**src/rtl/sym_err_counter.sv**
```systemverilog
// Symbol error rate meter: searches the reference-to-slicer delay, locks, then counts
// symbol errors per window. Define SYM_ERR_BIT_ERR_EN to add the parallel bit-error counter.
module sym_err_counter #(
    parameter int MAX_DELAY     = 32,
    parameter int SEARCH_LEN    = 64,
    parameter int LOCK_THRESH   = 2,
    parameter int WIN_LEN       = 1048576,
    parameter int UNLOCK_THRESH = 262144,
    parameter int CNT_W         = 24
) (
    input  logic                         sys_clk,
    input  logic                         reset,
    input  logic                         sym_clk_en,
    input  logic [1:0]                   ref_sym,
    input  logic [1:0]                   rx_sym,
    input  logic                         start,
    output logic                         locked,
    output logic [$clog2(MAX_DELAY)-1:0] delay_sel,
    output logic                         search_fail,
    output logic [CNT_W-1:0]             err_count,
    output logic [CNT_W-1:0]             bit_count,
    output logic                         win_valid
);

    localparam int DW = $clog2(MAX_DELAY);
    localparam logic [CNT_W-1:0] SEARCH_LAST = CNT_W'(SEARCH_LEN - 1);
    localparam logic [CNT_W-1:0] WIN_LAST    = CNT_W'(WIN_LEN - 1);
    localparam logic [CNT_W-1:0] LOCK_V      = CNT_W'(LOCK_THRESH);
    localparam logic [CNT_W-1:0] UNLOCK_V    = CNT_W'(UNLOCK_THRESH);
    localparam logic [DW-1:0]    DLY_LAST    = DW'(MAX_DELAY - 1);

    typedef enum logic [1:0] {IDLE, SEARCH, LOCKED} state_t;

    function automatic logic [CNT_W-1:0] sat_add(input logic [CNT_W-1:0] a, input logic [1:0] b);
        logic [CNT_W:0] s;
        s = {1'b0, a} + {{(CNT_W-1){1'b0}}, b};
        return s[CNT_W] ? {CNT_W{1'b1}} : s[CNT_W-1:0];
    endfunction

    state_t                 state_q;
    logic [2*MAX_DELAY-1:0] tap_q;
    logic [DW-1:0]          delay_sel_q;
    logic                   locked_q;
    logic                   search_fail_q;
    logic                   win_valid_q;
    logic [CNT_W-1:0]       sym_cnt_q;
    logic [CNT_W-1:0]       err_cnt_q;
    logic [CNT_W-1:0]       err_count_q;

    logic [1:0]             tap_sym;
    logic [1:0]             sym_xor;
    logic                   mism;
    logic                   sym_last;
    logic [CNT_W-1:0]       err_cnt_d;

    // Compare against the tap as it stands before this strobe's shift.
    always_comb begin
        tap_sym   = tap_q[{delay_sel_q, 1'b0} +: 2];
        sym_xor   = rx_sym ^ tap_sym;
        mism      = |sym_xor;
        err_cnt_d = sat_add(err_cnt_q, {1'b0, mism});
        sym_last  = 1'b0;
        if (state_q == SEARCH)
            sym_last = (sym_cnt_q == SEARCH_LAST);
        else if (state_q == LOCKED)
            sym_last = (sym_cnt_q == WIN_LAST);
    end

    always_ff @(posedge sys_clk or posedge reset) begin
        if (reset) begin
            state_q       <= IDLE;
            tap_q         <= '0;
            delay_sel_q   <= '0;
            locked_q      <= 1'b0;
            search_fail_q <= 1'b0;
            win_valid_q   <= 1'b0;
            sym_cnt_q     <= '0;
            err_cnt_q     <= '0;
            err_count_q   <= '0;
        end else begin
            win_valid_q <= 1'b0;
            if (sym_clk_en)
                tap_q <= {tap_q[2*MAX_DELAY-3:0], ref_sym};

            // start overrides everything, including a coincident window end.
            if (start) begin
                state_q       <= SEARCH;
                delay_sel_q   <= '0;
                locked_q      <= 1'b0;
                search_fail_q <= 1'b0;
                sym_cnt_q     <= '0;
                err_cnt_q     <= '0;
            end else if (sym_clk_en) begin
                case (state_q)
                    IDLE: ;
                    SEARCH: begin
                        if (sym_last) begin
                            sym_cnt_q <= '0;
                            err_cnt_q <= '0;
                            if (err_cnt_d <= LOCK_V) begin
                                state_q  <= LOCKED;
                                locked_q <= 1'b1;
                            end else if (delay_sel_q == DLY_LAST) begin
                                delay_sel_q   <= '0;
                                search_fail_q <= 1'b1;
                            end else begin
                                delay_sel_q <= delay_sel_q + 1'b1;
                            end
                        end else begin
                            sym_cnt_q <= sym_cnt_q + 1'b1;
                            err_cnt_q <= err_cnt_d;
                        end
                    end
                    LOCKED: begin
                        if (sym_last) begin
                            err_count_q <= err_cnt_d;
                            win_valid_q <= 1'b1;
                            sym_cnt_q   <= '0;
                            err_cnt_q   <= '0;
                            if (err_cnt_d > UNLOCK_V) begin
                                state_q     <= SEARCH;
                                delay_sel_q <= '0;
                                locked_q    <= 1'b0;
                            end
                        end else begin
                            sym_cnt_q <= sym_cnt_q + 1'b1;
                            err_cnt_q <= err_cnt_d;
                        end
                    end
                    default: state_q <= IDLE;
                endcase
            end
        end
    end

`ifdef SYM_ERR_BIT_ERR_EN
    function automatic logic [1:0] popcnt2(input logic [1:0] x);
        return {1'b0, x[1]} + {1'b0, x[0]};
    endfunction

    logic [CNT_W-1:0] bit_cnt_q;
    logic [CNT_W-1:0] bit_count_q;
    logic [CNT_W-1:0] bit_cnt_d;

    always_comb bit_cnt_d = sat_add(bit_cnt_q, popcnt2(sym_xor));

    // Bit errors only accumulate while locked; window control mirrors the symbol counter.
    always_ff @(posedge sys_clk or posedge reset) begin
        if (reset) begin
            bit_cnt_q   <= '0;
            bit_count_q <= '0;
        end else if (start) begin
            bit_cnt_q <= '0;
        end else if (sym_clk_en && state_q == LOCKED) begin
            if (sym_last) begin
                bit_count_q <= bit_cnt_d;
                bit_cnt_q   <= '0;
            end else begin
                bit_cnt_q <= bit_cnt_d;
            end
        end
    end

    assign bit_count = bit_count_q;
`else
    assign bit_count = '0;
`endif

    assign locked      = locked_q;
    assign delay_sel   = delay_sel_q;
    assign search_fail = search_fail_q;
    assign err_count   = err_count_q;
    assign win_valid   = win_valid_q;

endmodule

```
**config.mk**
```make
export PLATFORM = sky130hd
export DESIGN_NAME = sym_err_counter
export DESIGN_NICKNAME = d
export VERILOG_FILES = /design/src/rtl/sym_err_counter.sv
export SDC_FILE = /design/constraint.sdc
export NUM_CORES = 1
export LEC_CHECK = 0
export ABC_AREA = 1
export BUFFER_PORTS_ARGS = -buffer_cell sky130_fd_sc_hd__buf_4
export CAP_MARGIN = 20
export CORE_MARGIN = 4
export CORE_UTILIZATION = 55
export DETAILED_ROUTE_END_ITERATION = 7
export MAX_ROUTING_LAYER = met4
export PLACE_DENSITY = 0.74
export SKIP_CTS_REPAIR_TIMING = 1
export SLEW_MARGIN = 10
export SYNTH_ARGS = -nofsm -noshare
export SYNTH_HDL_FRONTEND = slang
export SYNTH_SLANG_ARGS = --single-unit
```
**constraint.sdc**
```tcl
create_clock -name sys_clk -period 8.2 [get_ports sys_clk]
set_input_delay 0.41 -clock sys_clk [delete_from_list [all_inputs] [get_ports sys_clk]]
set_output_delay 0.41 -clock sys_clk [all_outputs]
set_load 0.01 [all_outputs]
```
==> results of run 1 <==
[power by group through the flow]
stage | clock network (mW) | logic, mW | registers [mW]
global route | 0.736 | 0.543 | 0.869
detailed placement | 0 | 0.469 | 0.868
finish | 0.691 | 0.475 | 0.859
floorplan | 0 | 0.374 | 0.851
global placement | 0 | 0.459 | 0.869
CTS | 0.705 | 0.472 | 0.858
[cells in the mapped netlist, types with 7 or more instances]
cell type	instances
buf_4	24
nand4_1	13
xor2_1	12
a21oi_1	24
nor4_1	7
nor2_2	14
nor3_1	8
buf_2	10
dfrtp_1	146
inv_1	98
nand2_2	9
ha_1	9
nand2_1	329
clkbuf_1	26
nand3_1	47
o22ai_1	30
nand3_2	9
nor2_1	100
o21ai_0	94
[critical path: cells and delay by family, from the launching register on]
| kind | cells | cell delay [ns] |
|---|---|---|
| compound gates | 2 | 0.21 |
| xor+xnor | 1 | 0.16 |
| fa+ha+maj | 1 | 0.26 |
| buf+inv | 3 | 0.59 |
| flops | 1 | 0.55 |
| simple gates | 18 | 2.13 |
[routing by layer]
metal	up-vias	global-route usage [%]	wire (um)
li1	3376	-	-
met1	3156	32.4	8510
met2	166	34.5	7940
met3	20	5.42	903
met4	0	7.62	264
met5	-	-	0
[through the flow]
| step | hold WS, ns | util [%] | power (mW) | instance area [um^2] | cells |
|---|---|---|---|---|---|
| after detailed placement | 0.467 | 58.8 | 1.34 | 8260 | 1239 |
| after CTS | 0.0864 | 62.5 | 2.03 | 8780 | 1269 |
| after global placement | 0.461 | 58.8 | 1.33 | 8260 | 1239 |
| after floorplan | 0.442 | - | 1.22 | 8050 | 1077 |
| after global routing | 0.107 | 62.6 | 2.15 | 8790 | 1270 |
| final | 0.0614 | 62.6 | 2.02 | 8790 | 1270 |
[registers in the layout, summed over array words and instances (netlist names)]
signal and flops:
err_cnt_q 24, search_fail 1, win_valid 1, locked 1, tap_q 64, delay_sel 5
err_count 24, state_q 2, sym_cnt_q 24
[final cells by class]
class	instances	share of cell area, %
well taps	180	2.56
multi-input cells	764	41.5
flip-flops and latches	146	41.6
clock inverters	5	0.342
clock buffers	25	5.52
inverters	106	4.64
repair buffers	44	3.84
[final timing paths]
| kind | start | end | depth (start not counted) |
|---|---|---|---|
| hold / removal | reset | tap_q[40]$_DFFE_PP0P_ | 2 |
| setup reg to reg | delay_sel[2]$_DFFE_PP0P_ | state_q[0]$_DFFE_PP0P_ | 25 |
| hold reg to reg | err_count[17]$_DFFE_PP0P_ | err_count[17]$_DFFE_PP0P_ | 2 |
| setup / recovery | delay_sel[2]$_DFFE_PP0P_ | state_q[0]$_DFFE_PP0P_ | 25 |
| min in group sys_clk | ref_sym[1] | tap_q[1]$_DFFE_PP0P_ | 3 |
| max in group asynchronous | reset | err_cnt_q[23]$_DFFE_PP0P_ | 3 |
[placed cells by master (no fill, tap or decap), types with 4 or more instances in the layout]
| cell | instances |
|---|---|
| nand3_1 | 47 |
| o22ai_1 | 30 |
| clkbuf_1 | 5 |
| nor3_1 | 8 |
| o21ai_0 | 94 |
| nor2_2 | 14 |
| buf_4 | 43 |
| ha_1 | 9 |
| nand4_1 | 13 |
| nand2_1 | 329 |
| nor2_1 | 100 |
| dfrtp_1 | 146 |
| mux2i_1 | 4 |
| o211ai_1 | 4 |
| conb_1 | 24 |
| nand2_2 | 9 |
| nor2_4 | 4 |
| nand3_2 | 9 |
| a21oi_1 | 24 |
| xor2_1 | 12 |
| inv_2 | 4 |
| inv_1 | 97 |
| nor4_1 | 7 |
| clkbuf_16 | 17 |
[cell families after synthesis]
logic type      share of synthesized area (%)
xor+xnor                                 1.65
flops                                    45.9
compound gates                           11.0
fa+ha+maj                                1.41
mux                                     0.503
other cells                            0.0471
simple gates                             30.2
buf+inv                                  9.32
==> impl_metrics.xml, run 1 <==
<?xml version="1.0" encoding="UTF-8"?>
<metrics>
  <group name="outcome">
    <metric name="status" unit="">complete, no violations</metric>
  </group>
  <group name="power">
    <metric name="cell_internal_pwr" unit="mW">1.36</metric>
    <metric name="share_comb_of_total_power" unit="%">23.4</metric>
    <metric name="cellLeakagePower" unit="nW">4.31</metric>
    <metric name="share_seq_of_total_power" unit="%">42.4</metric>
    <metric name="power-per-cell-area" unit="nW/um^2">230</metric>
    <metric name="swShare" unit="%">32.7</metric>
    <metric name="ir_drop" unit="mV">0.175</metric>
    <metric name="power.clock.fraction" unit="%">34.1</metric>
    <metric name="power_switching" unit="uW">663</metric>
  </group>
  <group name="critical_path">
    <metric name="worst_ep_required_time" unit="ns">8.52</metric>
    <metric name="start_kind" unit="">flop</metric>
    <metric name="worst-setup-path-type" unit="">reg -&gt; reg</metric>
    <metric name="critical_path.max_fanout" unit="">14</metric>
    <metric name="timing.critical_path.arrival" unit="ns">4.37</metric>
    <metric name="cpMostUsedCell" unit="">nand2_1</metric>
    <metric name="cpMaxStageDelayCell" unit="">dfrtp_1</metric>
    <metric name="cp-end-kind" unit="">flop</metric>
    <metric name="timing.reg2reg.setup_slack" unit="ns">4.15</metric>
    <metric name="max_stage_delay" unit="ns">0.55</metric>
  </group>
  <group name="place">
    <metric name="globalplace.congestion" unit="">0.956</metric>
    <metric name="dp_hpwl" unit="mm">12.0</metric>
    <metric name="worst_setup_slack_after_placement" unit="ns">4.26</metric>
    <metric name="port_buffers" unit="">39</metric>
  </group>
  <group name="timing">
    <metric name="worst_slew_pin_slew" unit="ns">1.08</metric>
    <metric name="report.final.setup_viol" unit="">0</metric>
    <metric name="finalHoldViolCount" unit="">0</metric>
    <metric name="finalWorstPathRequiredPeriod" unit="ns">4.05</metric>
    <metric name="timing_max_transition_violations_final" unit="">0</metric>
    <metric name="timing.fmax" unit="MHz">247</metric>
    <metric name="final_skew" unit="ns">0.00718</metric>
    <metric name="postLayoutSetupSlackWorst" unit="ns">4.15</metric>
    <metric name="max_slew_margin" unit="%">28.3</metric>
    <metric name="final_min_period_over_clock_period" unit="%">49.4</metric>
    <metric name="grt_setup_unrepaired" unit="">false</metric>
    <metric name="fin_tns_setup" unit="ns">0</metric>
  </group>
  <group name="synthesis">
    <metric name="synth_sequential_area_ratio" unit="%">45.9</metric>
    <metric name="ys_top_cells_by_area" unit="">dfrtp_1 46%, nand2_1 16%, o21ai_0 5.9%</metric>
    <metric name="postSynthCellCount" unit="">1054</metric>
    <metric name="synth_warnings" unit="">0</metric>
    <metric name="yosys_register_bits" unit="">146</metric>
    <metric name="postSynth.asyncResetShare" unit="%">100</metric>
    <metric name="post_synth.cell_area_avg" unit="um^2">7.55</metric>
    <metric name="netlist-cell-type-count" unit="">41</metric>
    <metric name="syn-cell-area" unit="um^2">7960</metric>
    <metric name="synth-edff-count" unit="">0</metric>
    <metric name="synth-main-ff-cell" unit="">dfrtp_1</metric>
    <metric name="synth.top_cell.area_share" unit="%">45.9</metric>
    <metric name="library_cell_with_the_largest_summed_area_after_synthesis" unit="">dfrtp_1</metric>
  </group>
  <group name="clock_tree">
    <metric name="numCtsBuffers" unit="">17</metric>
    <metric name="clk_latency" unit="ns">0.43</metric>
    <metric name="tritoncts" unit="">built</metric>
    <metric name="numClockSinks" unit="">146</metric>
    <metric name="clock-root-buffer" unit="">clkbuf_16</metric>
    <metric name="clock_path_buffers" unit="">2</metric>
    <metric name="htree_levels" unit="">4</metric>
    <metric name="clk_pin_slew" unit="ns">0.06</metric>
  </group>
  <group name="floorplan">
    <metric name="initial_core_util" unit="%">56.7</metric>
    <metric name="pin_count" unit="">64</metric>
    <metric name="fp.dieW" unit="um">128</metric>
    <metric name="design.die.area" unit="um^2">16500</metric>
    <metric name="floorplan.die.height" unit="um">128</metric>
    <metric name="floorplan.core_area" unit="um^2">14000</metric>
    <metric name="placement_rows" unit="">43</metric>
  </group>
  <group name="routing">
    <metric name="drt.antenna.violating_nets" unit="">0</metric>
    <metric name="number_of_design_rule_violations_left_after_detail_routing" unit="">0</metric>
    <metric name="drt_first_pass_iters" unit="">5</metric>
    <metric name="via_per_inst" unit="">5.29</metric>
    <metric name="route.detailed.wl_per_inst" unit="um">13.9</metric>
    <metric name="initialDrtViolationCount" unit="">641</metric>
    <metric name="via_count" unit="">6718</metric>
    <metric name="route.final.wire_length" unit="mm">17.6</metric>
  </group>
  <group name="final_layout">
    <metric name="area_of_the_multi_input_gates" unit="um^2">3650</metric>
    <metric name="net_count_of_the_finished_layout" unit="">1096</metric>
    <metric name="n_antenna_cell" unit="">0</metric>
    <metric name="area.sequential" unit="um^2">3650</metric>
    <metric name="layout-area-overhead-vs-synth" unit="%">10.4</metric>
    <metric name="drive_gt1_share" unit="%">11.1</metric>
    <metric name="fillers" unit="">1279</metric>
  </group>
  <group name="grt">
    <metric name="grt_antenna_before_repair" unit="">0</metric>
    <metric name="track_usage" unit="%">23.5</metric>
    <metric name="grt_pass1_vias" unit="">6431</metric>
    <metric name="grt_first_pass_wirelength" unit="mm">30.4</metric>
    <metric name="globalRouteOverflowTotal" unit="">0</metric>
    <metric name="grt_max_degree" unit="">79</metric>
  </group>
  <group name="worst_hold_path">
    <metric name="hold_crit_path_type" unit="">in -&gt; async</metric>
  </group>
  <group name="job">
    <metric name="maxCapViolations" unit="">0</metric>
  </group>
</metrics>
Power figures use the tool's default switching activity.
==> run 2: changes to the inputs <==
Settings changed: ABC_AREA 1 to 0.
Clock period 8.2 ns to 4.25 ns, I/O delays scaled along.
==> run 2 against run 1 <==
The run now ends with negative setup slack left; die area up 2.0%; final cell count down 19%; fmax down 5.7%; hold slack worse by 0.027 ns; via count down 7.8%; sequential share of layout area down 2.5 points; worst setup slack worse by 4.2 ns; power up 92%; routed wire length up 7.8%; global-route usage up 1.0 points; critical path depth down 9; largest cell class is now multi-input gates; largest power group unchanged.
==> impl_metrics.xml, run 2 <==
<?xml version="1.0" encoding="UTF-8"?>
<metrics>
  <group name="timing">
    <metric name="grt_setup_unrepaired" unit="">true</metric>
    <metric name="worst_slew_pin_slew" unit="ns">0.873</metric>
    <metric name="timing_max_transition_violations_final" unit="">0</metric>
    <metric name="max_slew_margin" unit="%">41.6</metric>
    <metric name="final_skew" unit="ns">0.00816</metric>
    <metric name="finalHoldViolCount" unit="">0</metric>
    <metric name="fin_tns_setup" unit="ns">-0.0812</metric>
    <metric name="timing.fmax" unit="MHz">233</metric>
    <metric name="finalWorstPathRequiredPeriod" unit="ns">4.29</metric>
    <metric name="report.final.setup_viol" unit="">5</metric>
    <metric name="final_min_period_over_clock_period" unit="%">101</metric>
    <metric name="postLayoutSetupSlackWorst" unit="ns">-0.0429</metric>
  </group>
  <group name="synthesis">
    <metric name="synth-edff-count" unit="">0</metric>
    <metric name="synth_compound_area_share" unit="%">10.5</metric>
    <metric name="postSynthCellCount" unit="">798</metric>
    <metric name="share_of_synthesized_cell_area_in_and_or_nand_and_nor_gates" unit="%">17.4</metric>
    <metric name="netlist-cell-type-count" unit="">67</metric>
    <metric name="synth.mux.area_fraction" unit="%">14.7</metric>
    <metric name="yosys.cell_count.top_type" unit="">dfrtp_1</metric>
    <metric name="synth_sequential_area_ratio" unit="%">45.0</metric>
    <metric name="synth.top_cell.area_share" unit="%">45.0</metric>
    <metric name="library_cell_with_the_largest_summed_area_after_synthesis" unit="">dfrtp_1</metric>
    <metric name="synth_warnings" unit="">0</metric>
    <metric name="post_synth.cell_area_avg" unit="um^2">10.2</metric>
    <metric name="ys_top_cells_by_area" unit="">dfrtp_1 45%, mux2_2 8.9%, nor2_1 3.9%</metric>
    <metric name="synth-main-ff-cell" unit="">dfrtp_1</metric>
    <metric name="yosys.area_share.xor_xnor" unit="%">4.42</metric>
    <metric name="post_synth_fa_ha_maj_area_fraction" unit="%">1.39</metric>
    <metric name="synth_common_cells" unit="">146 x dfrtp_1, 85 x nor2_1, 64 x mux2_2</metric>
    <metric name="yosys_register_bits" unit="">146</metric>
    <metric name="postSynth.asyncResetShare" unit="%">100</metric>
    <metric name="synth_top_family_by_area" unit="">simple AND/OR/NAND/NOR gates</metric>
    <metric name="syn-cell-area" unit="um^2">8130</metric>
  </group>
  <group name="grt">
    <metric name="grt_max_degree" unit="">113</metric>
    <metric name="globalRouteOverflowTotal" unit="">0</metric>
    <metric name="grt_first_pass_wirelength" unit="mm">31.5</metric>
    <metric name="grt_pass1_vias" unit="">6184</metric>
    <metric name="track_usage" unit="%">24.5</metric>
    <metric name="grt_antenna_before_repair" unit="">0</metric>
  </group>
  <group name="floorplan">
    <metric name="design.die.area" unit="um^2">16800</metric>
    <metric name="floorplan.die.height" unit="um">130</metric>
    <metric name="floorplan.core_area" unit="um^2">14500</metric>
    <metric name="placement_rows" unit="">44</metric>
    <metric name="pin_count" unit="">64</metric>
    <metric name="initial_core_util" unit="%">56.1</metric>
    <metric name="fp.dieW" unit="um">130</metric>
  </group>
  <group name="power">
    <metric name="cellLeakagePower" unit="nW">4.07</metric>
    <metric name="fin_total_pwr" unit="mW">3.89</metric>
    <metric name="power-per-cell-area" unit="nW/um^2">416</metric>
    <metric name="ir_drop" unit="mV">0.414</metric>
  </group>
  <group name="worst_hold_path">
    <metric name="hold_crit_path_type" unit="">in -&gt; reg</metric>
  </group>
  <group name="routing">
    <metric name="via_count" unit="">6194</metric>
    <metric name="route.final.wire_length" unit="mm">19.0</metric>
    <metric name="route.detailed.wl_per_inst" unit="um">18.4</metric>
    <metric name="met1Wirelength" unit="mm">8.42</metric>
    <metric name="met3_wirelength" unit="um">812</metric>
    <metric name="drt.antenna.violating_nets" unit="">0</metric>
    <metric name="drt_first_pass_iters" unit="">5</metric>
    <metric name="number_of_design_rule_violations_left_after_detail_routing" unit="">0</metric>
    <metric name="metal2_wl" unit="mm">9.47</metric>
    <metric name="dr.max_layer_used" unit="">met4</metric>
    <metric name="via_per_inst" unit="">5.98</metric>
    <metric name="initialDrtViolationCount" unit="">469</metric>
  </group>
  <group name="outcome">
    <metric name="status" unit="">finished with violations</metric>
    <metric name="violations_in_the_final_reports" unit="">negative setup slack</metric>
  </group>
  <group name="critical_path">
    <metric name="worst_ep_required_time" unit="ns">4.60</metric>
    <metric name="path_buf_inv" unit="">2</metric>
    <metric name="timing.critical_path.arrival" unit="ns">4.64</metric>
    <metric name="timing.reg2reg.setup_slack" unit="ns">-0.04</metric>
    <metric name="critical_path.top_delay_family" unit="">multiplexers</metric>
    <metric name="critical_path.max_fanout" unit="">8</metric>
    <metric name="worst-setup-path-type" unit="">reg -&gt; reg</metric>
    <metric name="start_kind" unit="">flop</metric>
    <metric name="cpMaxStageDelayCell" unit="">mux4_2</metric>
    <metric name="cp_cell_sequence" unit="">buf_12 -&gt; mux4_2 -&gt; mux4_2 -&gt; mux2i_2 -&gt; xor2_1 -&gt; nand2_2 -&gt; ha_4 -&gt; nand4_4 -&gt; buf_12 -&gt; or2_4 -&gt; a32o_1 -&gt; o2111ai_2 -&gt; nor4b_2 -&gt; or4_4 -&gt; a211oi_4 -&gt; mux2i_1</metric>
    <metric name="cp-end-kind" unit="">flop</metric>
    <metric name="max_stage_delay" unit="ns">0.50</metric>
  </group>
  <group name="clock_tree">
    <metric name="clock_path_buffers" unit="">2</metric>
    <metric name="tritoncts" unit="">built</metric>
    <metric name="clk_pin_slew" unit="ns">0.06</metric>
    <metric name="clk_latency" unit="ns">0.43</metric>
    <metric name="numClockSinks" unit="">146</metric>
    <metric name="clock-root-buffer" unit="">clkbuf_16</metric>
    <metric name="numCtsBuffers" unit="">17</metric>
    <metric name="htree_levels" unit="">4</metric>
  </group>
  <group name="final_layout">
    <metric name="fillers" unit="">1122</metric>
    <metric name="top_register" unit="">tap_q</metric>
    <metric name="drive_gt1_share" unit="%">26.3</metric>
    <metric name="largest_register_ffs" unit="">64</metric>
    <metric name="mostFrequentLayoutCell" unit="">dfrtp_1</metric>
    <metric name="net_count_of_the_finished_layout" unit="">855</metric>
    <metric name="layout.cells.most_common_list" unit="">146 x dfrtp_1, 84 x nor2_1, 74 x buf_4</metric>
    <metric name="n_antenna_cell" unit="">0</metric>
    <metric name="layout-area-overhead-vs-synth" unit="%">15.1</metric>
  </group>
  <group name="place">
    <metric name="globalplace.congestion" unit="">0.942</metric>
    <metric name="dp_hpwl" unit="mm">13.2</metric>
    <metric name="port_buffers" unit="">39</metric>
  </group>
  <group name="job">
    <metric name="maxCapViolations" unit="">0</metric>
  </group>
</metrics>
[run 2: per-stage QoR]
stage	instance area (um^2)	std cells	setup WS [ns]	hold WS [ns]	utilization, %
2_1_floorplan	8290	821	0.00220	0.364	-
3_3_place_gp	8640	999	-0.0538	0.446	59.7
3_5_place_dp	8640	999	-0.194	0.450	59.7
4_1_cts	9210	1031	-0.277	-0.00516	63.6
5_1_grt	9350	1035	-0.229	0.0169	64.6
6_report	9350	1035	-0.0429	0.0346	64.6
[run 2: cell families (layout without fill, tap and decap cells)]
kind of cell               count (synthesis)  in the layout
AOI/OAI and AO/OA                        134            134
adders and majority gates                  9              9
other                                      1             24
xor gates and xnor gates                  41             41
buffers and inverters                    100            130
and+or+nand+nor                          273            273
DFF                                      146            146
muxes                                     94             94
[run 2: per-layer routing]
metal,vias to the layer above,global-route usage (%)
met1,3120,31.3
met3,26,5.56
met5,-,-
li1,2892,-
met2,156,39.1
met4,0,7.95
[run 2: final timing paths]
path	startpoint	depth (start not counted)	endpoint
worst max-delay path	delay_sel[0]$_DFFE_PP0P_	16	state_q[0]$_DFFE_PP0P_
worst max register to register	delay_sel[0]$_DFFE_PP0P_	16	state_q[0]$_DFFE_PP0P_
worst min register to register	err_count[20]$_DFFE_PP0P_	2	err_count[20]$_DFFE_PP0P_
min in group asynchronous	reset	3	err_count[22]$_DFFE_PP0P_
worst min-delay path	ref_sym[0]	2	tap_q[0]$_DFFE_PP0P_
max in group asynchronous	reset	4	err_cnt_q[9]$_DFFE_PP0P_
[run 2: final cells by class]
class	count	area (um^2)	area share [%]
Inverter	18	72.6	0.776
Clock buffer	18	439	4.70
Clock inverter	14	129	1.38
Tap cell	184	230	2.46
Multi-Input combinational cell	575	4160	44.5
Timing Repair Buffer	80	663	7.09
Sequential cell	146	3650	39.1
[run 2: power breakdown]
part / switching, mW / internal, mW
clock: 0.625 / 0.827
sequential: 0.202 / 1.64
combinational: 0.248 / 0.351
total: 1.07 / 2.81
